===== config.mk =====
export PLATFORM = sky130hd
export DESIGN_NAME = pu_out_packer
export DESIGN_NICKNAME = d
export VERILOG_FILES = /design/src/rtl/pu_out_packer.sv
export SDC_FILE = /design/constraint.sdc
export NUM_CORES = 1
export LEC_CHECK = 0
export ABC_CLOCK_PERIOD_IN_PS = 20600
export BUFFER_PORTS_ARGS = -buffer_cell sky130_fd_sc_hd__buf_2
export CORE_UTILIZATION = 30
export CTS_BUF_LIST = sky130_fd_sc_hd__clkbuf_4 sky130_fd_sc_hd__clkbuf_8
export CTS_CLUSTER_DIAMETER = 60
export DETAILED_ROUTE_END_ITERATION = 8
export GPL_TIMING_DRIVEN = 1
export PLACE_DENSITY = 0.44
export SKIP_CTS_REPAIR_TIMING = 1
export SLEW_MARGIN = 20
export SYNTH_ARGS = -nofsm -noshare
export SYNTH_HDL_FRONTEND = slang
export SYNTH_SLANG_ARGS = --single-unit
export TNS_END_PERCENT = 10

===== constraint.sdc =====
create_clock -name clk -period 20.6 [get_ports clk]
set_input_delay 4.12 -clock clk [delete_from_list [all_inputs] [get_ports clk]]
set_output_delay 4.12 -clock clk [all_outputs]
set_load 0.02 [all_outputs]

===== src/rtl/pu_out_packer.sv =====
// pu_out_packer: buffers PU result words and serializes them into
// 64-bit output-buffer beats, tracking per-layer word counts.
module pu_out_packer #(
    parameter int NUM_PE     = 8,
    parameter int OP_WIDTH   = 16,
    parameter int DATA_WIDTH = NUM_PE * OP_WIDTH,
    parameter int BUF_WIDTH  = 64,
    parameter int FIFO_DEPTH = 4,
    parameter int COUNT_W    = 20
) (
    input  logic                  clk,
    input  logic                  reset,
    input  logic                  layer_start,
    input  logic [COUNT_W-1:0]    expected_writes,
    input  logic                  pu_write_req,
    input  logic [DATA_WIDTH-1:0] pu_write_data,
    output logic                  pu_write_ready,
    output logic                  buffer_write_req,
    output logic [BUF_WIDTH-1:0]  buffer_write_data,
    input  logic                  buffer_write_full,
    output logic [COUNT_W-1:0]    write_count,
    output logic                  layer_done,
    output logic                  overflow
);

    localparam int BEATS = DATA_WIDTH / BUF_WIDTH;
    localparam int BW    = (BEATS > 1) ? $clog2(BEATS) : 1;
    localparam int AW    = $clog2(FIFO_DEPTH);
    localparam logic [COUNT_W-1:0] CMAX = '1;

    typedef enum logic [1:0] {IDLE, RUN, DONE} state_t;

    state_t                state;
    logic [DATA_WIDTH-1:0] mem [FIFO_DEPTH];
    logic [DATA_WIDTH-1:0] head;
    logic [AW:0]           wptr, rptr, wptr_nx, rptr_nx;
    logic [AW-1:0]         waddr;
    logic [BW-1:0]         beat;
    logic [COUNT_W-1:0]    exp_q, emitted, em_nx;
    logic                  full, empty, push, pop, last_beat;
    logic                  zero_layer;

    assign empty = (wptr == rptr);
    assign full  = (wptr[AW] != rptr[AW]) &&
                   (wptr[AW-1:0] == rptr[AW-1:0]);

    assign pu_write_ready = !full;

    // A word arriving with layer_start lands in the freshly flushed FIFO.
    assign push  = pu_write_req && (pu_write_ready || layer_start);
    assign waddr = layer_start ? '0 : wptr[AW-1:0];

    assign buffer_write_req = !empty && !buffer_write_full &&
                              (state != IDLE);
    assign last_beat = (beat == BW'(BEATS - 1));
    assign pop       = buffer_write_req && last_beat;
    assign head      = mem[rptr[AW-1:0]];

    assign buffer_write_data = buffer_write_req ?
        head[int'(beat) * BUF_WIDTH +: BUF_WIDTH] : '0;

    assign zero_layer = (expected_writes == '0) && !pu_write_req;

    // Next pointer / emitted values, shared by storage and FSM.
    always_comb begin
        wptr_nx = wptr;
        rptr_nx = rptr;
        em_nx   = emitted;
        if (layer_start) begin
            rptr_nx = '0;
            wptr_nx = (AW + 1)'(push);
            em_nx   = '0;
        end else begin
            if (push)
                wptr_nx = wptr + 1'b1;
            if (pop) begin
                rptr_nx = rptr + 1'b1;
                if (emitted != CMAX)
                    em_nx = emitted + 1'b1;
            end
        end
    end

    // FIFO word storage; contents need no reset.
    always_ff @(posedge clk) begin
        if (push)
            mem[waddr] <= pu_write_data;
    end

    // Pointers, beat index, counters and layer FSM.
    always_ff @(posedge clk or posedge reset) begin
        if (reset) begin
            state       <= IDLE;
            wptr        <= '0;
            rptr        <= '0;
            beat        <= '0;
            exp_q       <= '0;
            emitted     <= '0;
            write_count <= '0;
            layer_done  <= 1'b0;
            overflow    <= 1'b0;
        end else begin
            wptr    <= wptr_nx;
            rptr    <= rptr_nx;
            emitted <= em_nx;
            if (layer_start) begin
                beat        <= '0;
                exp_q       <= expected_writes;
                write_count <= COUNT_W'(push);
                overflow    <= 1'b0;
                layer_done  <= zero_layer;
                state       <= zero_layer ? DONE : RUN;
            end else begin
                if (buffer_write_req)
                    beat <= last_beat ? '0 : beat + BW'(1);
                if (push && write_count != CMAX)
                    write_count <= write_count + 1'b1;
                if ((pu_write_req && !pu_write_ready) ||
                    (push && state == DONE))
                    overflow <= 1'b1;
                unique case (state)
                    IDLE: ;
                    RUN: begin
                        if (em_nx >= exp_q && wptr_nx == rptr_nx) begin
                            state      <= DONE;
                            layer_done <= 1'b1;
                        end
                    end
                    DONE: ;
                    default: state <= IDLE;
                endcase
            end
        end
    end

endmodule


==> impl_metrics.json, run 1 <==
{
  "synthArstFlopShare_pct": 12.2,
  "hold_viol_final": 0,
  "fp-row-count": 102,
  "grt_pass1_vias": 13200,
  "worst_slew_pin_slew_ns": 0.952,
  "htree_levels": 3,
  "vias": 12400,
  "postSynthCellCount": 1259,
  "synth.net_count": 1436,
  "path_clk_slew_ns": 0.06,
  "cp.arrival_ns": 5.69,
  "yosys_register_bits": 583,
  "grt_pass1_wl_mm": 80.8,
  "grt_util_all_layers_pct": 13.7,
  "p_int_uw": 2030,
  "outcome": "finished clean",
  "switching_share_pct": 24.3,
  "hold_depth": 1,
  "clk_path_buf_depth": 3,
  "relSlewSlack_pct": 36.6,
  "p_sw_uw": 652,
  "viasPerCell": 4.60,
  "grt_max_degree": 129,
  "antenna_found_initial": 17,
  "dieArea_um2": 79400,
  "worstPathMaxFanout": 58,
  "synth.distinct_cells": 59,
  "setup.worst_path.start": "buffer_write_full",
  "first_iter_violations": 512,
  "cap_viol_max_count": 0,
  "portBuffers": 240,
  "core_um2": 77500,
  "synth_flop_cell": "edfxtp_1",
  "drive_gt1_share_pct": 35.2,
  "vdd_drop_max_v": 0.0000519,
  "ant_nets": 0,
  "start_util_pct": 30.3,
  "clkPwrFrac_pct": 39.5,
  "p_comb_share_pct": 9.6,
  "rsz0062_at_grt": "false",
  "cts.sinks": 583,
  "critPathRequiredTime_ns": 16.48,
  "clock_latency_ns": 0.71,
  "cts_buffers": 103,
  "dp_hpwl_mm": 30.6,
  "r2r-start": "rptr[1]",
  "fin_worst_skew_ns": 0.0392,
  "yosysWarnings": 0,
  "setup-tns-final_ns": 0,
  "wl_per_cell_um": 20.1,
  "period_needed_ns": 9.81,
  "worstRegToRegCells": 12,
  "die_y_um": 282,
  "critical_path_class": "in2out",
  "area_growth_pct": 19.3,
  "min_period_over_period_pct": 47.6,
  "end_kind": "output port",
  "synth_edf_count": 512,
  "fillers": 7403,
  "pin_count": 241,
  "p_leak_uw": 0.00968,
  "min_path_type": "reg2reg",
  "routed_wl_mm": 54.2,
  "startpoint_type": "primary input",
  "die_x_um": 282,
  "cellPowerDensity_nw_per_um2": 95.6,
  "fin_nets": 1737,
  "synth_seq_area_share_pct": 73.1,
  "hp-start": "exp_q[0]",
  "cts_tree": "done",
  "p_seq_share_pct": 50.9,
  "avgSynthCellArea_um2": 18.6,
  "clock.fmax_mhz": 102,
  "finalSetupViolCount": 0,
  "synthesis.area_um2": 23500,
  "globalplace.congestion": 0.726,
  "finish.utilization_pct": 36.2,
  "drt_pass1_iterations": 4,
  "final_max_slew_viol_count": 0,
  "grt_overflow": 0,
  "root_buffer": "clkbuf_8",
  "drc": 0
}
[kinds of logic after synthesis]
logic type	synth area share, %
flops	73.1
simple gates	5.33
mux	15.2
buf+inv	1.67
compound gates	1.96
xor+xnor	1.52
fa+ha+maj	1.28
[synthesized netlist by cell type, types with 2 or more instances]
cell type  number  area, µm²
clkbuf_1       30        113
buf_1          12       45.0
nand4b_1        2       17.5
and4_1          2       17.5
xnor2_1        26        228
mux4_2        128       2880
or4_1           3       22.5
nor4_1         13       81.3
o21ai_0        24        120
nor3_1         16       80.1
mux2i_1        67        671
inv_1          31        116
buf_4           3       22.5
o31ai_1         5       37.5
nand4_1        17        106
edfxtp_1      512      15400
a311oi_1        2       17.5
nor2b_1         5       31.3
or3_1           3       18.8
o31a_1          2       17.5
and2_1          5       31.3
nor4b_2         2       30.0
o41ai_1         2       17.5
ha_1           24        300
xor2_2          2       32.5
o21bai_1        2       15.0
nand2_1        38        143
nor2_1        115        432
or2_2           3       18.8
a21o_1          5       37.5
nor4b_1         2       17.5
a21oi_1        15       75.1
nand3_1        16       80.1
buf_6           2       22.5
nand2b_1        3       18.8
nor3b_1         6       45.0
xor2_1         11       96.3
buf_2          11       55.1
or2_1           2       12.5
dfrtp_1        71       1780
[final timing paths]
| path | endpoint | slack (ns) |
|---|---|---|
| worst max-delay path | buffer_write_data[44] | 10.79 |
| worst min-delay path | exp_q[0] | 0.51 |
| worst max register to register | state[0] | 15.71 |
| worst min register to register | exp_q[0] | 0.51 |
| max in group asynchronous | rptr[1] | 16.53 |
| min in group asynchronous | write_count[17] | 3.45 |
[worst max-delay path, stage by stage]
cell	delay (ns)
buf_2	0.10
o21ba_2	0.19
o31ai_4	0.16
buf_4	0.70
nor2_1	0.15
buf_2	0.20
[flip-flops by register name, indices dropped and copies added, names as in the netlist]
register     cells
mem            512
write_count     20
emitted         20
overflow         1
exp_q           20
beat             1
state            2
wptr             3
layer_done       1
rptr             3
[power by group through the flow]
stage / logic (µW) / registers, µW / clock network [µW]
floorplan: 177 / 1380 / 0
global placement: 267 / 1390 / 0
detailed placement: 267 / 1390 / 0
CTS: 268 / 1360 / 1100
global route: 284 / 1370 / 1150
finish: 258 / 1360 / 1060
[final cells by class]
cell class	instances	area [µm²]	area share, %
Antenna cell	3	7.51	0.0268
Tap cell	1040	1300	4.64
Multi-Input combinational cell	585	5970	21.3
Clock buffer	151	1860	6.64
Clock inverter	40	224	0.799
Timing Repair Buffer	256	1380	4.92
Inverter	31	116	0.415
Sequential cell	583	17200	61.3
[layer usage]
layer  vias up  part of all wire (%)  routed length (µm)  global-route usage [%]
met5         -                  0.35                 187                       0
met4        30                   3.0                1620                    5.27
met3       137                   5.2                2820                    3.85
met2       261                    51               27500                    23.8
met1      6310                    41               22000                    16.0
li1       5638                     -                   -                       -
[layout by cell type, fill, tap and decap left out, types with 30 or more instances in the layout]
| master | n |
|---|---|
| mux2i_1 | 67 |
| nand2_1 | 38 |
| edfxtp_1 | 512 |
| clkbuf_8 | 116 |
| buf_2 | 240 |
| nor2_1 | 115 |
| mux4_2 | 128 |
| inv_1 | 30 |
| dfrtp_1 | 68 |
| clkbuf_4 | 35 |
[per-stage QoR]
step                      std cells  power (µW)  setup WS (ns)  hold slack (ns)  instance area (µm²)
final                          2689        2680          10.79            0.514                28000
after detailed placement       2494        1660          10.76            0.506                25900
after global placement         2494        1650          10.83            0.513                25900
after global routing           2687        2800          10.67            0.551                28000
after floorplan                1259        1560           1.95            0.487                23500
after CTS                      2685        2730          10.75            0.521                28000
No activity file was read; power rests on OpenSTA's default activity.
==> run 2: changes to the inputs <==
ABC_CLOCK_PERIOD_IN_PS = 9100   (was 20600)
clock period = 9.1 ns   (was 20.6 ns; I/O delays follow)
==> run 2 against run 1 <==
Against the previous run:
- combinational power increased by 130%
- hold slack worse by 0.0071 ns
- sequential cell count is the same
- power rose by 120%
- core utilization fell by 0.17 points
- register-to-register slack got worse by 11 ns
- final cell count is essentially flat
- first-iteration DRC count increased by 31%
- critical path type is now reg2out
- largest power group unchanged
- non-clock buffer count is 5 higher
- clock-buffer cell count decreased by 21
- critical path depth did not move
==> impl_metrics.json, run 2 (synthesized netlist as in run 1, its figures left out) <==
{
  "cts_buffers": 102,
  "fin_worst_skew_ns": 0.0446,
  "cellPowerDensity_nw_per_um2": 215,
  "relSlewSlack_pct": 28.2,
  "finish.utilization_pct": 36.0,
  "drt_pass1_iterations": 5,
  "r2r-start": "rptr[1]",
  "worst_slew_pin_slew_ns": 1.07,
  "min_path_type": "reg2reg",
  "p_leak_uw": 0.00961,
  "end_kind": "output port",
  "min_period_over_period_pct": 65.6,
  "dieArea_um2": 79400,
  "hold_viol_final": 0,
  "fin_nets": 1741,
  "vias": 12400,
  "fp-row-count": 102,
  "grt_pass1_vias": 13400,
  "grt_pass1_wl_mm": 81.8,
  "start_util_pct": 30.3,
  "drc": 0,
  "core_um2": 77500,
  "first_iter_violations": 672,
  "globalplace.congestion": 0.778,
  "viasPerCell": 4.61,
  "clock.fmax_mhz": 168,
  "final_cell_mix": "edfxtp_1 (512), buf_2 (240), mux4_2 (128)",
  "cap_viol_max_count": 0,
  "worstReg2RegEnd": "state[0]",
  "cts_tree": "done",
  "antenna_found_initial": 21,
  "critical_path_class": "reg2out",
  "rsz0062_at_grt": "false",
  "grt_max_degree": 74,
  "period_needed_ns": 5.97,
  "final_max_slew_viol_count": 0,
  "clock_latency_ns": 0.70,
  "cp.arrival_ns": 4.15,
  "drive_gt1_share_pct": 34.6,
  "largest_reg_flops": 512,
  "hold_depth": 2,
  "root_buffer": "clkbuf_8",
  "critPathRequiredTime_ns": 7.28,
  "pin_count": 241,
  "finalSetupViolCount": 0,
  "finalPower_uw": 5980,
  "hp-start": "overflow",
  "path_clk_slew_ns": 0.06,
  "cts.sinks": 583,
  "grt_overflow": 0,
  "vdd_drop_max_v": 0.0000991,
  "setup-tns-final_ns": 0,
  "clk_path_buf_depth": 3,
  "r2r_setup_slack_ns": 4.55,
  "wl_per_cell_um": 20.4,
  "htree_levels": 3,
  "die_y_um": 282,
  "portBuffers": 240,
  "grt_util_all_layers_pct": 13.9,
  "area_growth_pct": 18.8,
  "outcome": "finished clean",
  "regMostFlops": "mem",
  "worstRegToRegCells": 12,
  "routed_wl_mm": 54.9,
  "holdPathEnd": "overflow",
  "dp_hpwl_mm": 32.0,
  "ant_nets": 0,
  "die_x_um": 282,
  "startpoint_type": "flop",
  "layout_commonest_cell": "edfxtp_1",
  "worstPathMaxFanout": 39
}
==> run 2: area by class of cell <==
type                    count  area, µm²
clock buffers             130       1620
well taps                1040       1300
clock inverters            52        328
inverters                  31        116
diodes                      6       15.0
fillers                  7467      49600
repair buffers            261       1360
multi-input cells         585       5980
flip-flops and latches    583      17200
==> run 2: per-layer routing <==
layer / vias up / wire (µm) / track usage, %
met5: - / 194 / 0
met2: 296 / 27100 / 23.0
met3: 97 / 3330 / 3.84
met1: 6355 / 23300 / 17.6
li1: 5629 / - / -
met4: 28 / 980 / 4.42
==> run 2: how the worst max path moves through the flow <==
| stage | from | endpoint | slack [ns] | cells after the start |
|---|---|---|---|---|
| 2_1_floorplan | layer_start | mem[0][0] | 0.63 | 4 |
| 3_3_place_gp | rptr[0] | buffer_write_data[43] | 3.65 | 6 |
| 3_5_place_dp | rptr[0] | buffer_write_data[43] | 3.67 | 6 |
| 4_1_cts | rptr[0] | buffer_write_data[43] | 2.89 | 6 |
| 5_1_grt | rptr[0] | buffer_write_data[43] | 2.72 | 6 |
| 6_report | rptr[0] | buffer_write_data[43] | 3.13 | 6 |
==> run 2: metrics by stage <==
| stage | instance area [µm²] | hold slack (ns) | setup slack [ns] | std cells |
|---|---|---|---|---|
| final | 27900 | 0.507 | 3.13 | 2688 |
| after global routing | 27900 | 0.521 | 2.72 | 2685 |
| after CTS | 27900 | 0.511 | 2.89 | 2682 |
| after detailed placement | 25900 | 0.494 | 3.67 | 2500 |
| after global placement | 25900 | 0.482 | 3.65 | 2500 |
| after floorplan | 23500 | 0.487 | 0.634 | 1259 |
==> run 2: critical path, stage by stage (launching register included) <==
cell and delay [ns]:
dfrtp_4 0.77, buf_4 0.63, buf_4 0.77, mux4_2 0.59, mux2i_1 0.34, nor2_1 0.07
buf_2 0.19
==> run 2: power by group <==
part           internal (µW)  switching, µW  total, µW
registers               3030           50.2       3080
logic                    240            346        585
clock network           1230           1090       2310
==> run 3: changes to the inputs <==
ABC_CLOCK_PERIOD_IN_PS = 5900   (was 9100)
clock period = 5.9 ns   (was 9.1 ns; I/O delays follow)
==> run 3 against run 2 <==
Against the previous run:
- final cell count unchanged
- non-clock buffer count down 2
- via count up 0.73%
- clock-buffer cell count up 3
- first-iteration DRC count down 14%
- final area up 0.53%
- largest power group unchanged
- core utilization up 0.19 points
- global-route usage up 0.32 points
- die area unchanged
- critical endpoint is now buffer_write_data[7]
==> impl_metrics.json, run 3 (synthesized netlist as in run 1, its figures left out) <==
{
  "viasPerCell": 4.65,
  "critPathRequiredTime_ns": 4.72,
  "dieArea_um2": 79400,
  "cp.arrival_ns": 3.41,
  "busiest_layer": "met2",
  "critPathMaxStageDelay_ns": 0.87,
  "final_cell_mix": "edfxtp_1 (512), buf_2 (240), mux4_2 (128)",
  "min_path_type": "reg2reg",
  "grt_pass1_wl_mm": 83.9,
  "path_delay_family": "buffers and inverters",
  "use_met3_pct": 4.83,
  "final_area_um2": 28000,
  "path_buf_inv": 2,
  "path_clk_slew_ns": 0.06,
  "die_x_um": 282,
  "end_kind": "output port",
  "area_growth_pct": 19.4,
  "period_needed_ns": 4.59,
  "drt_pass1_iterations": 5,
  "drc": 0,
  "cap_viol_max_count": 0,
  "relSlewSlack_pct": 28.6,
  "wl_per_cell_um": 20.7,
  "startpoint_type": "flop",
  "clock.fmax_mhz": 218,
  "grt_pass1_vias": 13700,
  "fin_worst_skew_ns": 0.0496,
  "grt_max_degree": 129,
  "cellPowerDensity_nw_per_um2": 333,
  "pin_count": 241,
  "critical_path_class": "reg2out",
  "routed_wl_mm": 55.5,
  "layout.cells.non_filler": 2688,
  "setup-tns-final_ns": 0,
  "antenna_found_initial": 23,
  "finalSetupViolCount": 0,
  "outcome": "finished clean",
  "layout_commonest_cell": "edfxtp_1",
  "largest_reg_flops": 512,
  "first_iter_violations": 581,
  "cts_buffers": 103,
  "vdd_drop_max_v": 0.000176,
  "grt_overflow": 0,
  "htree_levels": 3,
  "clk_path_buf_depth": 3,
  "r2r_setup_slack_ns": 1.74,
  "cts.sinks": 583,
  "drive_gt1_share_pct": 34.4,
  "final_max_slew_viol_count": 0,
  "dp_hpwl_mm": 32.0,
  "placed_area_um2": 26000,
  "ant_nets": 0,
  "root_buffer": "clkbuf_8",
  "vias": 12500,
  "die_y_um": 282,
  "regMostFlops": "mem",
  "clock_latency_ns": 0.70,
  "globalplace.congestion": 0.790,
  "fillers": 7418,
  "min_period_over_period_pct": 77.9,
  "rsz0062_at_grt": "false",
  "use_met2_pct": 24.0,
  "cp_slowest_cell": "dfrtp_4",
  "hold_viol_final": 0,
  "portBuffers": 240,
  "core_um2": 77500,
  "start_util_pct": 30.3,
  "p_leak_uw": 0.00966,
  "grt_util_all_layers_pct": 14.2,
  "dp_cells": 2498,
  "worstPathMaxFanout": 39,
  "holdWs_ns": 0.499,
  "fp-row-count": 102,
  "crit_path_cell_trace": "buf_4, mux4_2, mux2i_1, nor2_1, buf_2",
  "worst_slew_pin_slew_ns": 1.06,
  "cts_tree": "done",
  "finish.utilization_pct": 36.2,
  "fin_nets": 1740,
  "grtUsageMet1_pct": 17.0
}
[run 3: changes by cell type in the layout (fill, tap and decap cells not counted), moves of 2 or more]
cell        change
clkbuf_8        +4
bufinv_16       +2
buf_12          +6
clkinv_2        -4
clkinv_1        +3
buf_4           -8
clkinvlp_4      -2
[run 3: final timing paths]
kind,cells past startpoint,end,from
worst min register to register,2,overflow,overflow
max in group asynchronous,3,rptr[0],reset
min in group asynchronous,2,exp_q[5],reset
worst max register to register,12,state[1],beat
worst min-delay path,2,overflow,overflow
worst max-delay path,5,buffer_write_data[7],rptr[0]
[run 3: report_power, final]
group	internal (µW)	switching, µW
registers	4680	87.9
clock network	2030	1660
logic	376	519
[run 3: worst reg2reg max path: stages, from the launching register on]
cell,delay (ns)
dfrtp_4,1.03
nand4_1,0.35
nor2_1,0.45
nand3_1,0.17
xnor2_1,0.16
nor2_1,0.14
ha_1,0.27
a21o_1,0.18
a21o_1,0.16
a2111oi_0,0.48
o41ai_1,0.22
a31oi_1,0.31
o31ai_1,0.13
[run 3: layer usage]
metal	wire (µm)	vias to the layer above
met5	239	-
met4	1340	36
met3	3390	140
met2	27500	253
met1	23000	6427
li1	-	5639
[run 3: cell type report]
| type | count | area (µm²) | share of cell area, % |
|---|---|---|---|
| repair buffers | 259 | 1420 | 5.06 |
| clock inverters | 51 | 372 | 1.33 |
| well taps | 1040 | 1300 | 4.64 |
| diodes | 6 | 15.0 | 0.0536 |
| inverters | 31 | 116 | 0.415 |
| multi-input cells | 585 | 5980 | 21.3 |
| flip-flops and latches | 583 | 17200 | 61.2 |
| clock buffers | 133 | 1670 | 5.95 |
[run 3: metrics by stage]
| step | worst slack (ns) | total power, µW |
|---|---|---|
| finish | 1.31 | 9350 |
| global route | 0.925 | 9760 |
| CTS | 1.05 | 9530 |
| detailed placement | 1.48 | 5780 |
| global placement | 1.52 | 5770 |
| floorplan | -1.10 | 5430 |
